### src/rtl/score_overlay_pkg.sv
// Shared constants for the score overlay: FSM encoding, seven-segment
// lookup, segment rectangles in unscaled cell coordinates and the cell pitch.
package score_overlay_pkg;

   typedef enum logic [1:0] {
      ST_IDLE    = 2'd0,
      ST_CONVERT = 2'd1,
      ST_COMMIT  = 2'd2
   } state_t;

   localparam int CELL_PITCH = 16;
   localparam int CELL_W     = 12;
   localparam int CELL_H     = 22;

   // Segment bit order: bit0 = A ... bit6 = G. Index 0 is the rightmost entry.
   localparam logic [9:0][6:0] SEG_LUT = {
      7'h6F, 7'h7F, 7'h07, 7'h7D, 7'h6D, 7'h66, 7'h4F, 7'h5B, 7'h06, 7'h3F
   };

   // Inclusive rectangles, listed G,F,E,D,C,B,A so that [0] is segment A.
   localparam logic [6:0][4:0] SEG_XA = {5'd2,  5'd0, 5'd0,  5'd2,  5'd10, 5'd10, 5'd2};
   localparam logic [6:0][4:0] SEG_XB = {5'd9,  5'd1, 5'd1,  5'd9,  5'd11, 5'd11, 5'd9};
   localparam logic [6:0][4:0] SEG_YA = {5'd10, 5'd2, 5'd12, 5'd20, 5'd12, 5'd2,  5'd0};
   localparam logic [6:0][4:0] SEG_YB = {5'd11, 5'd9, 5'd19, 5'd21, 5'd19, 5'd9,  5'd1};

   function automatic logic [6:0] seg_decode(input logic [3:0] digit);
      seg_decode = (digit <= 4'd9) ? SEG_LUT[digit] : 7'h00;
   endfunction

endpackage

### src/rtl/score_overlay_bin2bcd_seq.sv
// Iterative binary-to-BCD converter (shift-add-3, one bit per clock).
// o_done flags the cycle whose clock edge performs the final shift.
module bin2bcd_seq
   import score_overlay_pkg::*;
#(
   parameter int SCORE_W = 10,
   parameter int DIGITS  = 3
) (
   input  logic                  clk,
   input  logic                  rst,
   input  logic                  i_start,
   input  logic [SCORE_W-1:0]    i_bin,
   output logic                  o_done,
   output logic [4*DIGITS-1:0]   o_bcd,
   output logic                  o_ovf
);

   localparam int          CNT_W   = $clog2(SCORE_W + 1);
   localparam logic [31:0] MAX_VAL = 32'(10**DIGITS - 1);

   logic [SCORE_W-1:0]  r_sh;
   logic [4*DIGITS-1:0] r_bcd;
   logic [CNT_W-1:0]    r_cnt;
   logic                r_ovf;
   logic [4*DIGITS-1:0] w_adj;

   always_comb begin
      w_adj = r_bcd;
      for (int i = 0; i < DIGITS; i++) begin
         if (r_bcd[4*i +: 4] >= 4'd5) w_adj[4*i +: 4] = r_bcd[4*i +: 4] + 4'd3;
      end
   end

   always_ff @(posedge clk or posedge rst) begin
      if (rst) begin
         r_sh  <= '0;
         r_bcd <= '0;
         r_cnt <= '0;
         r_ovf <= 1'b0;
      end else if (r_cnt != '0) begin
         r_bcd <= {w_adj[4*DIGITS-2:0], r_sh[SCORE_W-1]};
         r_sh  <= r_sh << 1;
         r_cnt <= r_cnt - 1'b1;
      end else if (i_start) begin
         r_sh  <= i_bin;
         r_bcd <= '0;
         r_cnt <= CNT_W'(SCORE_W);
         r_ovf <= 32'(i_bin) > MAX_VAL;
      end
   end

   assign o_done = (r_cnt == CNT_W'(1));
   assign o_bcd  = r_ovf ? {DIGITS{4'h9}} : r_bcd;
   assign o_ovf  = r_ovf;

endmodule

### src/rtl/score_overlay.sv
// Seven-segment score overlay: accepts a binary score, converts it to BCD,
// swaps it into the display register on a chosen line, and draws it over bg.
//
// state      | meaning
// ST_IDLE    | ready for a new score
// ST_CONVERT | shift-add-3 conversion running, SCORE_W cycles
// ST_COMMIT  | waiting for vCount == COMMIT_LINE to swap in the new digits
module score_overlay
   import score_overlay_pkg::*;
#(
   parameter int          DIGITS      = 3,
   parameter int          SCORE_W     = 10,
   parameter int          X0          = 742,
   parameter int          Y0          = 38,
   parameter int          SCALE       = 1,
   parameter logic [11:0] FG          = 12'hFFF,
   parameter int          BLANK_LZ    = 1,
   parameter int          COMMIT_LINE = 0
) (
   input  logic               clk,
   input  logic               rst,
   input  logic [SCORE_W-1:0] score,
   input  logic               score_valid,
   output logic               score_ready,
   input  logic               bright,
   input  logic [9:0]         hCount,
   input  logic [9:0]         vCount,
   input  logic [11:0]        bg,
   output logic [11:0]        rgb,
   output logic               pix_on,
   output logic               busy,
   output logic               ovf
);

   state_t              r_state, w_state_nxt;
   logic                w_start, w_commit, w_done, w_conv_ovf;
   logic [4*DIGITS-1:0] w_bcd;
   logic [4*DIGITS-1:0] r_disp;
   logic                r_ovf;
   logic                w_lit;
   logic [10:0]         w_hx, w_vy;

   bin2bcd_seq #(.SCORE_W(SCORE_W), .DIGITS(DIGITS)) u_bin2bcd (
      .clk     (clk),
      .rst     (rst),
      .i_start (w_start),
      .i_bin   (score),
      .o_done  (w_done),
      .o_bcd   (w_bcd),
      .o_ovf   (w_conv_ovf)
   );

   always_ff @(posedge clk or posedge rst) begin
      if (rst) r_state <= ST_IDLE;
      else     r_state <= w_state_nxt;
   end

   always_comb begin
      w_state_nxt = r_state;
      score_ready = 1'b0;
      w_start     = 1'b0;
      w_commit    = 1'b0;
      case (r_state)
         ST_IDLE: begin
            score_ready = 1'b1;
            if (score_valid) begin
               w_start     = 1'b1;
               w_state_nxt = ST_CONVERT;
            end
         end
         ST_CONVERT: if (w_done) w_state_nxt = ST_COMMIT;
         ST_COMMIT: begin
            if (vCount == 10'(COMMIT_LINE)) begin
               w_commit    = 1'b1;
               w_state_nxt = ST_IDLE;
            end
         end
         default: w_state_nxt = ST_IDLE;
      endcase
   end

   assign busy = !score_ready;

   // The whole digit set swaps in one edge, so a frame never shows a mix.
   always_ff @(posedge clk or posedge rst) begin
      if (rst) begin
         r_disp <= '0;
         r_ovf  <= 1'b0;
      end else if (w_commit) begin
         r_disp <= w_bcd;
         r_ovf  <= w_conv_ovf;
      end
   end

   assign ovf  = r_ovf;
   assign w_hx = {1'b0, hCount};
   assign w_vy = {1'b0, vCount};

   always_comb begin
      logic        lz;
      logic [3:0]  dig;
      logic [6:0]  segs;
      logic [10:0] cx0, rx, ry;
      logic        in_cell;
      w_lit   = 1'b0;
      lz      = 1'b1;
      dig     = '0;
      segs    = '0;
      cx0     = '0;
      rx      = '0;
      in_cell = 1'b0;
      ry      = w_vy - 11'(Y0);
      for (int d = 0; d < DIGITS; d++) begin
         dig  = r_disp[4*(DIGITS-1-d) +: 4];
         lz   = lz && (dig == 4'd0);
         segs = seg_decode(dig);
         if (BLANK_LZ != 0 && lz && d != DIGITS-1) segs = '0;
         cx0     = 11'(X0 + d*CELL_PITCH*SCALE);
         rx      = w_hx - cx0;
         in_cell = (w_hx >= cx0) && (rx < 11'(CELL_W*SCALE)) &&
                   (w_vy >= 11'(Y0)) && (ry < 11'(CELL_H*SCALE));
         for (int s = 0; s < 7; s++) begin
            if (in_cell && segs[s] &&
                rx >= 11'(SEG_XA[s]*SCALE) && rx < 11'((SEG_XB[s]+1)*SCALE) &&
                ry >= 11'(SEG_YA[s]*SCALE) && ry < 11'((SEG_YB[s]+1)*SCALE))
               w_lit = 1'b1;
         end
      end
   end

   assign pix_on = bright && w_lit;
   assign rgb    = !bright ? 12'h000 : (pix_on ? FG : bg);

endmodule

### config.mk
export PLATFORM = sky130hd
export DESIGN_NAME = score_overlay
export DESIGN_NICKNAME = d
export VERILOG_FILES = /design/src/rtl/score_overlay_pkg.sv /design/src/rtl/score_overlay_bin2bcd_seq.sv /design/src/rtl/score_overlay.sv
export SDC_FILE = /design/constraint.sdc
export NUM_CORES = 1
export LEC_CHECK = 0
export BUFFER_PORTS_ARGS = -buffer_cell sky130_fd_sc_hd__buf_2
export CORE_ASPECT_RATIO = 0.7
export CORE_MARGIN = 2
export CORE_UTILIZATION = 30
export DETAILED_ROUTE_END_ITERATION = 10
export PLACE_DENSITY_LB_ADDON = 0.15
export SLEW_MARGIN = 10
export SYNTH_ARGS = -nofsm -noshare
export SYNTH_HDL_FRONTEND = slang
export SYNTH_HIERARCHICAL = 1
export SYNTH_SLANG_ARGS = --single-unit
### constraint.sdc
create_clock -name clk -period 4.4 [get_ports clk]
set_input_delay 0.88 -clock clk [delete_from_list [all_inputs] [get_ports clk]]
set_output_delay 0.88 -clock clk [all_outputs]
set_load 0.005 [all_outputs]
==> results by group, run 1 <==
Die
  • Core area: 12500 um^2
  • Die width: 140 um
  • # rows: 34
  • I/O pin total: 62
  • Starting Density: 31.1%
  • Die area: 14000 um^2
  • Die Y: 99.4 um

Worst setup path
  • Crit path to: rgb[0]
  • Class of the most critical setup path: input pin to output pin
  • Worst r2r dst: u_bin2bcd/r_sh[1]
  • Worst Reg-to-Reg Cells: 6
  • Maximum fanout along the worst path: 12
  • Slowest stage cell on the critical path: a311oi_1
  • WP data arrival: 3.36 ns
  • Worst path required time: 3.52 ns
  • RR Startpoint: u_bin2bcd/r_cnt[0]
  • Critical-path cell list: buf_2 -> ha_1 -> xnor2_1 -> or2_2 -> mux2i_1 -> o21ai_0 -> a311oi_1 -> a2111oi_4 -> buf_4 -> a31oi_1 -> buf_2
  • Slowest cell delay on critical path: 0.47 ns
  • Most numerous cell on the critical path: buf_2
  • CP startpoint: vCount[1]
  • Type of destination of the critical path: output pin
  • R2R Setup Slk: 2.35 ns
  • Critical Path Start Type: input pin

Timing
  • Final setup fails: 0
  • PnR worst setup slack: 0.157 ns
  • Rel. slew slack: 46.9%
  • Worst Max-Slew Pin Slew: 0.796 ns
  • Hold Fails Final Rpt: 0
  • Final Max Slew Viols: 0
  • Crit share post-route: 96.4%
  • Unrepaired setup endpoints after global routing: no
  • Fin crit period: 4.24 ns
  • Hold_ws: 0.470 ns
  • Worst Skew: 0.00338 ns
  • Achievable Freq: 236 MHz

Route
  • DR iter-0 viols: 159
  • Via density: 5.10
  • Vias: 3476
  • Wire length per cell: 14.2 um
  • First drt pass iteration count: 5
  • Drc violations: 0
  • Final ANT Viol Nets: 0
  • Final WL: 9670 um

GRT
  • Gr usage total: 14.2%
  • Antenna violations before repair: 0
  • Largest net degree at the start of global routing: 28
  • GR Overflow Total: 0
  • Vias in the first global route: 3272
  • Global-route wire length before repair: 16300 um

Cells and area
  • Commonest non-fill, non-tap cells in the layout: buf_2, inv_1, dfrtp_1
  • Share of cells above drive strength 1: 21.9%
  • Total Nets Final: 600
  • # diodes: 0
  • Area Overhead vs Synth: 17.1%
  • Most common cell after layout, fill and taps aside: buf_2
  • Cell area after layout: 4570 um^2

Synthesis
  • Post-synth net total: 542
  • Number of enable flip-flop cells after synthesis: 0
  • Yosys reg bits: 42
  • Mean post-synth cell area: 8.45 um^2
  • Part of the Yosys area used for sequential elements: 26.9%
  • Mapped Cells: 462
  • Ys flop type: dfrtp_1
  • Synthesized area: 3900 um^2
  • Ys async rst share: 100%
  • Synth warn: 6
  • Yosys cell types: 68

Power and ir drop
  • Combinational power share: 41.4%
  • Pint: 1.13 mW
  • Sequential Power Share: 34.7%
  • Clock Power Share: 24.0%
  • Net Sw Frac: 36.0%
  • Worst vdd ir: 199 uV
  • Net switching power: 0.636 mW
  • Leak: 2.07 nW
  • Pwr/cell area: 387 nW/um^2

Clock tree
  • Clock-pin transition on the worst setup and hold timing paths: 0.06 ns
  • CTS tree: done
  • Skew-Pair Late Insertion Delay: 0.28 ns
  • Clk sinks: 42
  • CTS Hold Bufs: 0
  • Root Driver: clkbuf_16
  • Bufs on Longest Clock Path: 2
  • H-tree levels: 2
  • Num CTS Buffers: 5

Placement
  • Port buffer count: 61
  • Final Wtd Congestion: 0.852
  • Place WS: -0.264 ns
  • DP Wirelength: 7630 um
  • DP Area: 4370 um^2

Flow run
  • Max Cap Viol: 0

Hold path
  • Worst hold path type: flip-flop to flip-flop

Status
  • Outcome: finished, final reports clean
[cells in the mapped netlist (all sizes together), types with 2 or more instances]
cell type | n | area (um^2)
a21oi | 32 | 168
or4 | 3 | 22.5
a211oi | 5 | 42.5
nor3 | 8 | 40.0
a32o | 4 | 40.0
clkbuf | 13 | 48.8
ha | 34 | 425
a31oi | 20 | 131
a311oi | 2 | 17.5
dfrtp | 42 | 1050
o32ai | 2 | 17.5
a21o | 2 | 15.0
buf | 12 | 95.1
mux2i | 12 | 120
or3 | 8 | 55.1
or2 | 10 | 62.6
nand2b | 16 | 103
xnor2 | 7 | 61.3
xor2 | 6 | 52.6
nand4 | 3 | 18.8
o21ai | 22 | 110
a2bb2oi | 2 | 17.5
nor3b | 4 | 41.3
nand3 | 10 | 50.1
nand3b | 7 | 52.6
o211ai | 6 | 55.1
nand2 | 18 | 75.1
and2 | 4 | 25.0
o22ai | 4 | 25.0
inv | 44 | 165
a22oi | 2 | 15.0
o31ai | 12 | 95.1
a211o | 2 | 17.5
o21a | 5 | 37.5
mux2 | 16 | 180
nor2 | 37 | 139
nor2b | 10 | 62.6
[sequential cells by signal, summed over array words and instances, names as in the netlist]
signal,cells
r_disp,12
u_bin2bcd/r_bcd,12
u_bin2bcd/r_sh,10
u_bin2bcd/r_cnt,4
r_state,2
ovf,1
u_bin2bcd/o_ovf,1
[cell type report]
type                    instances  area, um^2
clock inverters                 1        30.0
multi-input cells             351        2560
flip-flops and latches         42        1050
well taps                     162         203
clock buffers                   6         139
inverters                      44         165
fillers                      1296        7980
repair buffers                 76         418
[power by group through the flow]
| stage | clock network (mW) | registers (mW) | logic (mW) |
|---|---|---|---|
| floorplan | 0 | 0.589 | 0.584 |
| global placement | 0 | 0.615 | 0.726 |
| detailed placement | 0 | 0.616 | 0.735 |
| CTS | 0.436 | 0.612 | 0.738 |
| global route | 0.456 | 0.630 | 0.841 |
| finish | 0.424 | 0.612 | 0.731 |
[critical path: cells and delay by family]
kind	cells	cell delay, ns
fa+ha+maj	1	0.31
buf+inv	3	0.48
compound gates	4	0.92
simple gates	1	0.30
mux	1	0.28
xor+xnor	1	0.20
[worst min path at each step]
stage	start	to	slack [ns]	depth (start not counted)
2_1_floorplan	r_state[1]	r_state[0]	0.43	1
6_report	r_state[1]	r_state[0]	0.47	1
5_1_grt	r_state[1]	r_state[0]	0.49	1
4_1_cts	r_state[1]	r_state[0]	0.47	1
3_3_place_gp	r_state[1]	r_state[0]	0.46	1
3_5_place_dp	r_state[1]	r_state[0]	0.47	1
[per-stage QoR]
stage	setup TNS [ns]	util, %	total power [mW]	std cells
floorplan	0	-	1.17	462
global placement	-1.32	34.8	1.34	674
detailed placement	-2.90	34.8	1.35	674
CTS	0	36.3	1.79	681
global route	0	36.4	1.93	682
finish	0	36.4	1.77	682
[layer usage]
metal / up-vias / GRT usage [%] / share of wire (%)
met1: 1621 / 23.1 / 57
li1: 1769 / - / -
met2: 79 / 19.2 / 38
met3: 7 / 2.65 / 4.4
met5: - / 0 / 0
met4: 0 / 2.41 / 0.68
[cell families after synthesis]
logic type	share of synthesized area [%]
AO/OA/AOI/OAI	23.6
XOR/XNOR	2.92
adder cells (fa/ha/maj)	10.9
buffers and inverters	7.92
flip-flops	26.9
multiplexers	7.69
AND/OR/NAND/NOR	20.0
[what timing repair did]
action,CTS,global route
setup endpoints to repair,12,12
gates resized for setup,1,1
pin swaps,0,1
setup buffers,0,1
(Power assumes the default switching activity.)
==> run 2, diff against run 1 <==
Clock period 4.4 ns to 4.2 ns, I/O delays scaled along.
==> results by group, run 2 (same netlist as run 1, synthesis figures left out) <==
Power and ir drop
  • Pint: 1.24 mW (was 1.13 mW)
  • Net switching power: 0.683 mW (was 0.636 mW)
  • Combinational power share: 40.5% (was 41.4%)
  • Worst vdd ir: 193 uV (was 199 uV)
  • Leak: 2.11 nW (was 2.07 nW)
  • Clock Power Share: 26.2% (was 24.0%)
  • Power, Total: 1.92 mW (was 1.77 mW)
  • Pwr/cell area: 406 nW/um^2 (was 387 nW/um^2)
  • Net Sw Frac: 35.5% (was 36.0%)
  • Sequential Power Share: 33.3% (was 34.7%)

Cells and area
  • Area Overhead vs Synth: 21.4% (was 17.1%)
  • Fin cells: 691 (was 682)
  • Commonest non-fill, non-tap cells in the layout: buf_2, inv_1, dfrtp_1 (unchanged)
  • Total Nets Final: 608 (was 600)
  • # diodes: 0 (unchanged)
  • Most common cell after layout, fill and taps aside: buf_2 (unchanged)
  • Core Util, Final: 37.8% (was 36.4%)
  • Share of cells above drive strength 1: 24.8% (was 21.9%)
  • Top flop regs: r_disp (12), u_bin2bcd/r_bcd (12), u_bin2bcd/r_sh (10) (unchanged)

Die
  • Core area: 12500 um^2 (unchanged)
  • Die area: 14000 um^2 (unchanged)
  • # rows: 34 (unchanged)
  • I/O pin total: 62 (unchanged)
  • Die width: 140 um (unchanged)
  • Die Y: 99.4 um (unchanged)
  • Starting Density: 31.1% (unchanged)

Worst setup path
  • Critical Path Start Type: input pin (unchanged)
  • R2R Setup Slk: 2.28 ns (was 2.35 ns)
  • Type of destination of the critical path: output pin (unchanged)
  • Class of the most critical setup path: input pin to output pin (unchanged)
  • CP Buf/Inv Count: 5 (was 3)
  • Worst r2r dst: u_bin2bcd/r_bcd[11] (was u_bin2bcd/r_sh[1])
  • Worst Reg-to-Reg Cells: 7 (was 6)
  • RR Startpoint: r_state[0] (was u_bin2bcd/r_cnt[0])
  • Critical-path cell list: buf_2 -> ha_1 -> buf_4 -> o32a_1 -> a221o_2 -> buf_4 -> a311oi_2 -> a2111oi_4 -> buf_4 -> a31oi_1 -> buf_2 (was buf_2 -> ha_1 -> xnor2_1 -> or2_2 -> mux2i_1 -> o21ai_0 -> a311oi_1 -> a2111oi_4 -> buf_4 -> a31oi_1 -> buf_2)
  • Slowest cell delay on critical path: 0.47 ns (about the same)
  • Slowest stage cell on the critical path: a221o_2 (was a311oi_1)
  • Most numerous cell on the critical path: buf_4 (was buf_2)
  • WP data arrival: 3.28 ns (was 3.36 ns)
  • CP delay by family, top: compound AO/OA/AOI/OAI gates (unchanged)
  • Maximum fanout along the worst path: 12 (unchanged)
  • Worst path required time: 3.36 ns (was 3.52 ns)

Flow run
  • Max Cap Viol: 0 (unchanged)

Hold path
  • Worst hold endpoint: r_state[0] (unchanged)
  • HP Start: r_state[1] (unchanged)
  • Worst Hold Depth: 1 (unchanged)
  • Worst hold path type: flip-flop to flip-flop (unchanged)

Route
  • M1 WL: 5420 um (was 5470 um)
  • Wire length per cell: 14.5 um (was 14.2 um)
  • DR WL met3: 571 um (was 422 um)
  • DR top layer: met4 (unchanged)
  • Via density: 5.14 (was 5.10)
  • Drc violations: 0 (unchanged)
  • Final WL: 10000 um (was 9670 um)
  • DR iter-0 viols: 187 (was 159)
  • Vias: 3554 (was 3476)
  • First drt pass iteration count: 5 (unchanged)
  • Met2 WL: 3980 um (was 3720 um)
  • Final ANT Viol Nets: 0 (unchanged)

Timing
  • Hold Fails Final Rpt: 0 (unchanged)
  • Worst Skew: 0.00704 ns (was 0.00338 ns)
  • Achievable Freq: 243 MHz
  • Crit share post-route: 98.1%
  • TNS Setup: 0 ns (unchanged)
  • Final setup fails: 0 (unchanged)
  • Worst Max-Slew Pin Slew: 1.10 ns (was 0.796 ns)
  • Rel. slew slack: 25.8% (was 46.9%)
  • Fin crit period: 4.12 ns
  • Final Max Slew Viols: 0 (unchanged)
  • PnR worst setup slack: 0.0797 ns (was 0.157 ns)

GRT
  • Gr usage total: 14.6% (was 14.2%)
  • GR Overflow Total: 0 (unchanged)
  • Antenna violations before repair: 0 (unchanged)
  • Vias in the first global route: 3373 (was 3272)
  • Largest net degree at the start of global routing: 36 (was 28)
  • Global-route wire length before repair: 16900 um (was 16300 um)

Clock tree
  • CTS Hold Bufs: 0 (unchanged)
  • Bufs on Longest Clock Path: 2 (unchanged)
  • Skew-Pair Late Insertion Delay: 0.29 ns (was 0.28 ns)
  • Root Driver: clkbuf_16 (unchanged)
  • CTS tree: done (unchanged)
  • Clock-pin transition on the worst setup and hold timing paths: 0.06 ns (about the same)
  • Clk sinks: 42 (unchanged)
  • H-tree levels: 2 (unchanged)
  • Num CTS Buffers: 5 (unchanged)

Placement
  • Final Wtd Congestion: 0.838 (was 0.852)
  • Placed cells: 679 (was 674)
  • Place WS: -0.260 ns (was -0.264 ns)
  • Port buffer count: 61 (unchanged)
  • DP Wirelength: 7580 um (was 7630 um)

Status
  • Outcome: finished, final reports clean (unchanged)
==> run 2: worst max-delay path by stage <==
| stage | from | endpoint | slack [ns] | cells past startpoint |
|---|---|---|---|---|
| after global placement | hCount[1] | rgb[9] | -0.17 | 10 |
| after floorplan | hCount[1] | rgb[10] | 0.55 | 9 |
| final | vCount[1] | rgb[5] | 0.08 | 11 |
| after global routing | vCount[1] | rgb[0] | -0.007 | 11 |
| after CTS | hCount[1] | rgb[8] | 0.05 | 10 |
| after detailed placement | hCount[1] | rgb[8] | -0.26 | 10 |
==> run 2: what timing repair did <==
item / in CTS / in global routing
endpoints found under the setup margin: 12 / 13
pin swaps: 0 / 16
setup buffers: 0 / 3
hold endpoints to repair: 0 / 0
gates resized for setup: 1 / 13
cloned: 0 / 1
==> run 2: power groups by stage <==
stage	registers [mW]	clock network [mW]	logic, mW
3_5_place_dp	0.645	0	0.772
6_report	0.640	0.504	0.780
2_1_floorplan	0.617	0	0.612
3_3_place_gp	0.644	0	0.762
5_1_grt	0.664	0.538	0.894
4_1_cts	0.641	0.522	0.776
==> run 2: cell type report <==
class	instances	area, um^2
flip-flops and latches	42	1050
fillers	1270	7810
well taps	162	203
inverters	44	165
clock inverters	3	68.8
clock buffers	5	125
repair buffers	83	470
multi-input cells	352	2660
==> run 2: stage by stage <==
stage               instance area (um^2)  hold slack [ns]
floorplan                           3900            0.432
global route                        4740            0.512
detailed placement                  4410            0.466
finish                              4740            0.473
CTS                                 4620            0.477
global placement                    4410            0.464
==> run 2: routing by layer <==
| layer | up-vias | global-route usage (%) |
|---|---|---|
| met1 | 1673 | 23.0 |
| met3 | 11 | 3.42 |
| met5 | - | 0 |
| li1 | 1790 | - |
| met4 | 0 | 2.56 |
| met2 | 80 | 20.1 |
==> run 3, diff against run 2 <==
Settings changed: CORE_UTILIZATION 30 to 44.
==> results by group, run 3 (same netlist as run 1, synthesis figures left out) <==
Worst setup path
  • Critical Path Start Type: input pin (unchanged)
  • Slowest cell delay on critical path: 0.45 ns (was 0.47 ns)
  • Worst Reg-to-Reg Cells: 7 (unchanged)
  • Type of destination of the critical path: output pin (unchanged)
  • Slowest stage cell on the critical path: a221o_2 (unchanged)
  • Class of the most critical setup path: input pin to output pin (unchanged)
  • Worst r2r dst: u_bin2bcd/r_bcd[11] (unchanged)
  • Worst path required time: 3.36 ns (about the same)
  • WP data arrival: 3.23 ns (was 3.28 ns)
  • RR Startpoint: r_state[0] (unchanged)
  • Critical-path cell list: buf_2 -> or3_4 -> o32a_1 -> a221o_2 -> buf_4 -> a311oi_4 -> a2111oi_4 -> buf_4 -> a31oi_2 -> buf_2 (was buf_2 -> ha_1 -> buf_4 -> o32a_1 -> a221o_2 -> buf_4 -> a311oi_2 -> a2111oi_4 -> buf_4 -> a31oi_1 -> buf_2)
  • Maximum fanout along the worst path: 12 (unchanged)
  • R2R Setup Slk: 2.29 ns (was 2.28 ns)

GRT
  • Antenna violations before repair: 0 (unchanged)
  • GR Overflow Total: 0 (unchanged)
  • Gr usage total: 19.5% (was 14.6%)
  • Largest net degree at the start of global routing: 36 (unchanged)
  • Vias in the first global route: 3195 (was 3373)
  • Global-route wire length before repair: 15500 um (was 16900 um)

Clock tree
  • Skew-Pair Late Insertion Delay: 0.28 ns (was 0.29 ns)
  • Num CTS Buffers: 5 (unchanged)
  • Clock-pin transition on the worst setup and hold timing paths: 0.06 ns (about the same)
  • CTS tree: done (unchanged)
  • H-tree levels: 2 (unchanged)
  • Bufs on Longest Clock Path: 2 (unchanged)
  • Root Driver: clkbuf_16 (unchanged)
  • Clk sinks: 42 (unchanged)

Die
  • I/O pin total: 62 (unchanged)
  • Die width: 117 um (was 140 um)
  • # rows: 28 (was 34)
  • Die Y: 82.8 um (was 99.4 um)
  • Starting Density: 45.7% (was 31.1%)
  • Core area: 8550 um^2 (was 12500 um^2)
  • Die area: 9650 um^2 (was 14000 um^2)

Hold path
  • HP Start: u_bin2bcd/r_sh[9] (was r_state[1])
  • Worst hold path type: flip-flop to flip-flop (unchanged)
  • Worst hold endpoint: u_bin2bcd/r_bcd[0] (was r_state[0])
  • Worst Hold Depth: 2 (was 1)

Timing
  • Achievable Freq: 246 MHz (was 243 MHz)
  • Worst Max-Slew Pin Slew: 1.03 ns (was 1.10 ns)
  • Rel. slew slack: 30.6% (was 25.8%)
  • Fin crit period: 4.07 ns (was 4.12 ns)
  • Hold_ws: 0.474 ns (was 0.473 ns)
  • Crit share post-route: 96.9% (was 98.1%)
  • Worst Skew: 0.00322 ns (was 0.00704 ns)
  • Final setup fails: 0 (unchanged)
  • Hold Fails Final Rpt: 0 (unchanged)
  • Final Max Slew Viols: 0 (unchanged)
  • TNS Setup: 0 ns (unchanged)

Placement
  • Placed cells: 631 (was 679)
  • DP Area: 4310 um^2 (was 4410 um^2)
  • Port buffer count: 61 (unchanged)
  • DP Wirelength: 7020 um (was 7580 um)
  • Final Wtd Congestion: 0.869 (was 0.838)

Power and ir drop
  • Leak: 2.05 nW (was 2.11 nW)
  • Worst vdd ir: 296 uV (was 193 uV)
  • Pwr/cell area: 391 nW/um^2 (was 406 nW/um^2)

Route
  • Wire length per cell: 14.3 um (was 14.5 um)
  • Drc violations: 0 (unchanged)
  • Final WL: 9150 um (was 10000 um)
  • DR iter-0 viols: 175 (was 187)
  • Via density: 5.40 (was 5.14)
  • Final ANT Viol Nets: 0 (unchanged)
  • Vias: 3450 (was 3554)
  • First drt pass iteration count: 5 (unchanged)

Cells and area
  • Fin cells: 639 (was 691)
  • Commonest non-fill, non-tap cells in the layout: buf_2, inv_1, dfrtp_1 (unchanged)
  • Share of cells above drive strength 1: 22.5% (was 24.8%)
  • Cell area after layout: 4540 um^2 (was 4740 um^2)
  • Most common cell after layout, fill and taps aside: buf_2 (unchanged)
  • Top flop regs: r_disp (12), u_bin2bcd/r_bcd (12), u_bin2bcd/r_sh (10) (unchanged)
  • # diodes: 0 (unchanged)
  • Total Nets Final: 599 (was 608)
  • Area Overhead vs Synth: 16.2% (was 21.4%)
  • Core Util, Final: 53.1% (was 37.8%)

Flow run
  • Max Cap Viol: 0 (unchanged)

Status
  • Outcome: finished, final reports clean (unchanged)
run 3: cell count changes in the layout (fill, tap and decap cells not counted), sizes merged:
cell / before / now
o211ai: 7 / 6
inv: 44 / 43
bufinv: 2 / 0
buf: 83 / 75
clkbuf: 5 / 7
run 3: cell type report:
| type | count | area, um^2 |
|---|---|---|
| Clock buffer | 7 | 133 |
| Fill cell | 833 | 4010 |
| Inverter | 44 | 165 |
| Multi-Input combinational cell | 351 | 2630 |
| Sequential cell | 42 | 1050 |
| Tap cell | 120 | 150 |
| Timing Repair Buffer | 75 | 410 |
run 3: what timing repair did:
item	in CTS	in global routing
setup endpoints to repair	12	13
setup buffers	0	1
hold buffers	0	0
resized for setup	1	11
pin swaps	0	2
run 3: stage by stage:
step	power, mW	worst slack (ns)
3_5_place_dp	1.41	-0.148
2_1_floorplan	1.23	0.555
3_3_place_gp	1.39	-0.0892
6_report	1.77	0.130
4_1_cts	1.78	0.0776
5_1_grt	1.94	-0.0220
run 3: routing by layer:
layer | up-vias | wire (um) | GRT usage, %
met2 | 62 | 3640 | 26.4
li1 | 1761 | - | -
met3 | 5 | 393 | 4.45
met5 | - | 0 | 0
met4 | 0 | 31 | 2.25
met1 | 1622 | 5090 | 32.0
run 3: worst max-delay path by stage:
stage | startpoint | endpoint | slack [ns] | depth (start not counted)
4_1_cts | vCount[1] | rgb[2] | 0.08 | 11
6_report | vCount[3] | rgb[2] | 0.13 | 10
3_5_place_dp | hCount[2] | rgb[7] | -0.15 | 11
3_3_place_gp | hCount[2] | rgb[5] | -0.09 | 11
5_1_grt | hCount[2] | rgb[6] | -0.02 | 12
2_1_floorplan | hCount[1] | rgb[10] | 0.55 | 9
run 3: critical path: cells and delay by family:
| kind | cells | cell delay (ns) |
|---|---|---|
| compound gates | 5 | 1.31 |
| simple gates | 1 | 0.41 |
| buf+inv | 4 | 0.67 |
run 3: report_power, final:
group / switching (mW) / internal, mW
Combinational: 0.409 / 0.362
Sequential: 0.109 / 0.533
Clock: 0.144 / 0.217
Total: 0.662 / 1.11
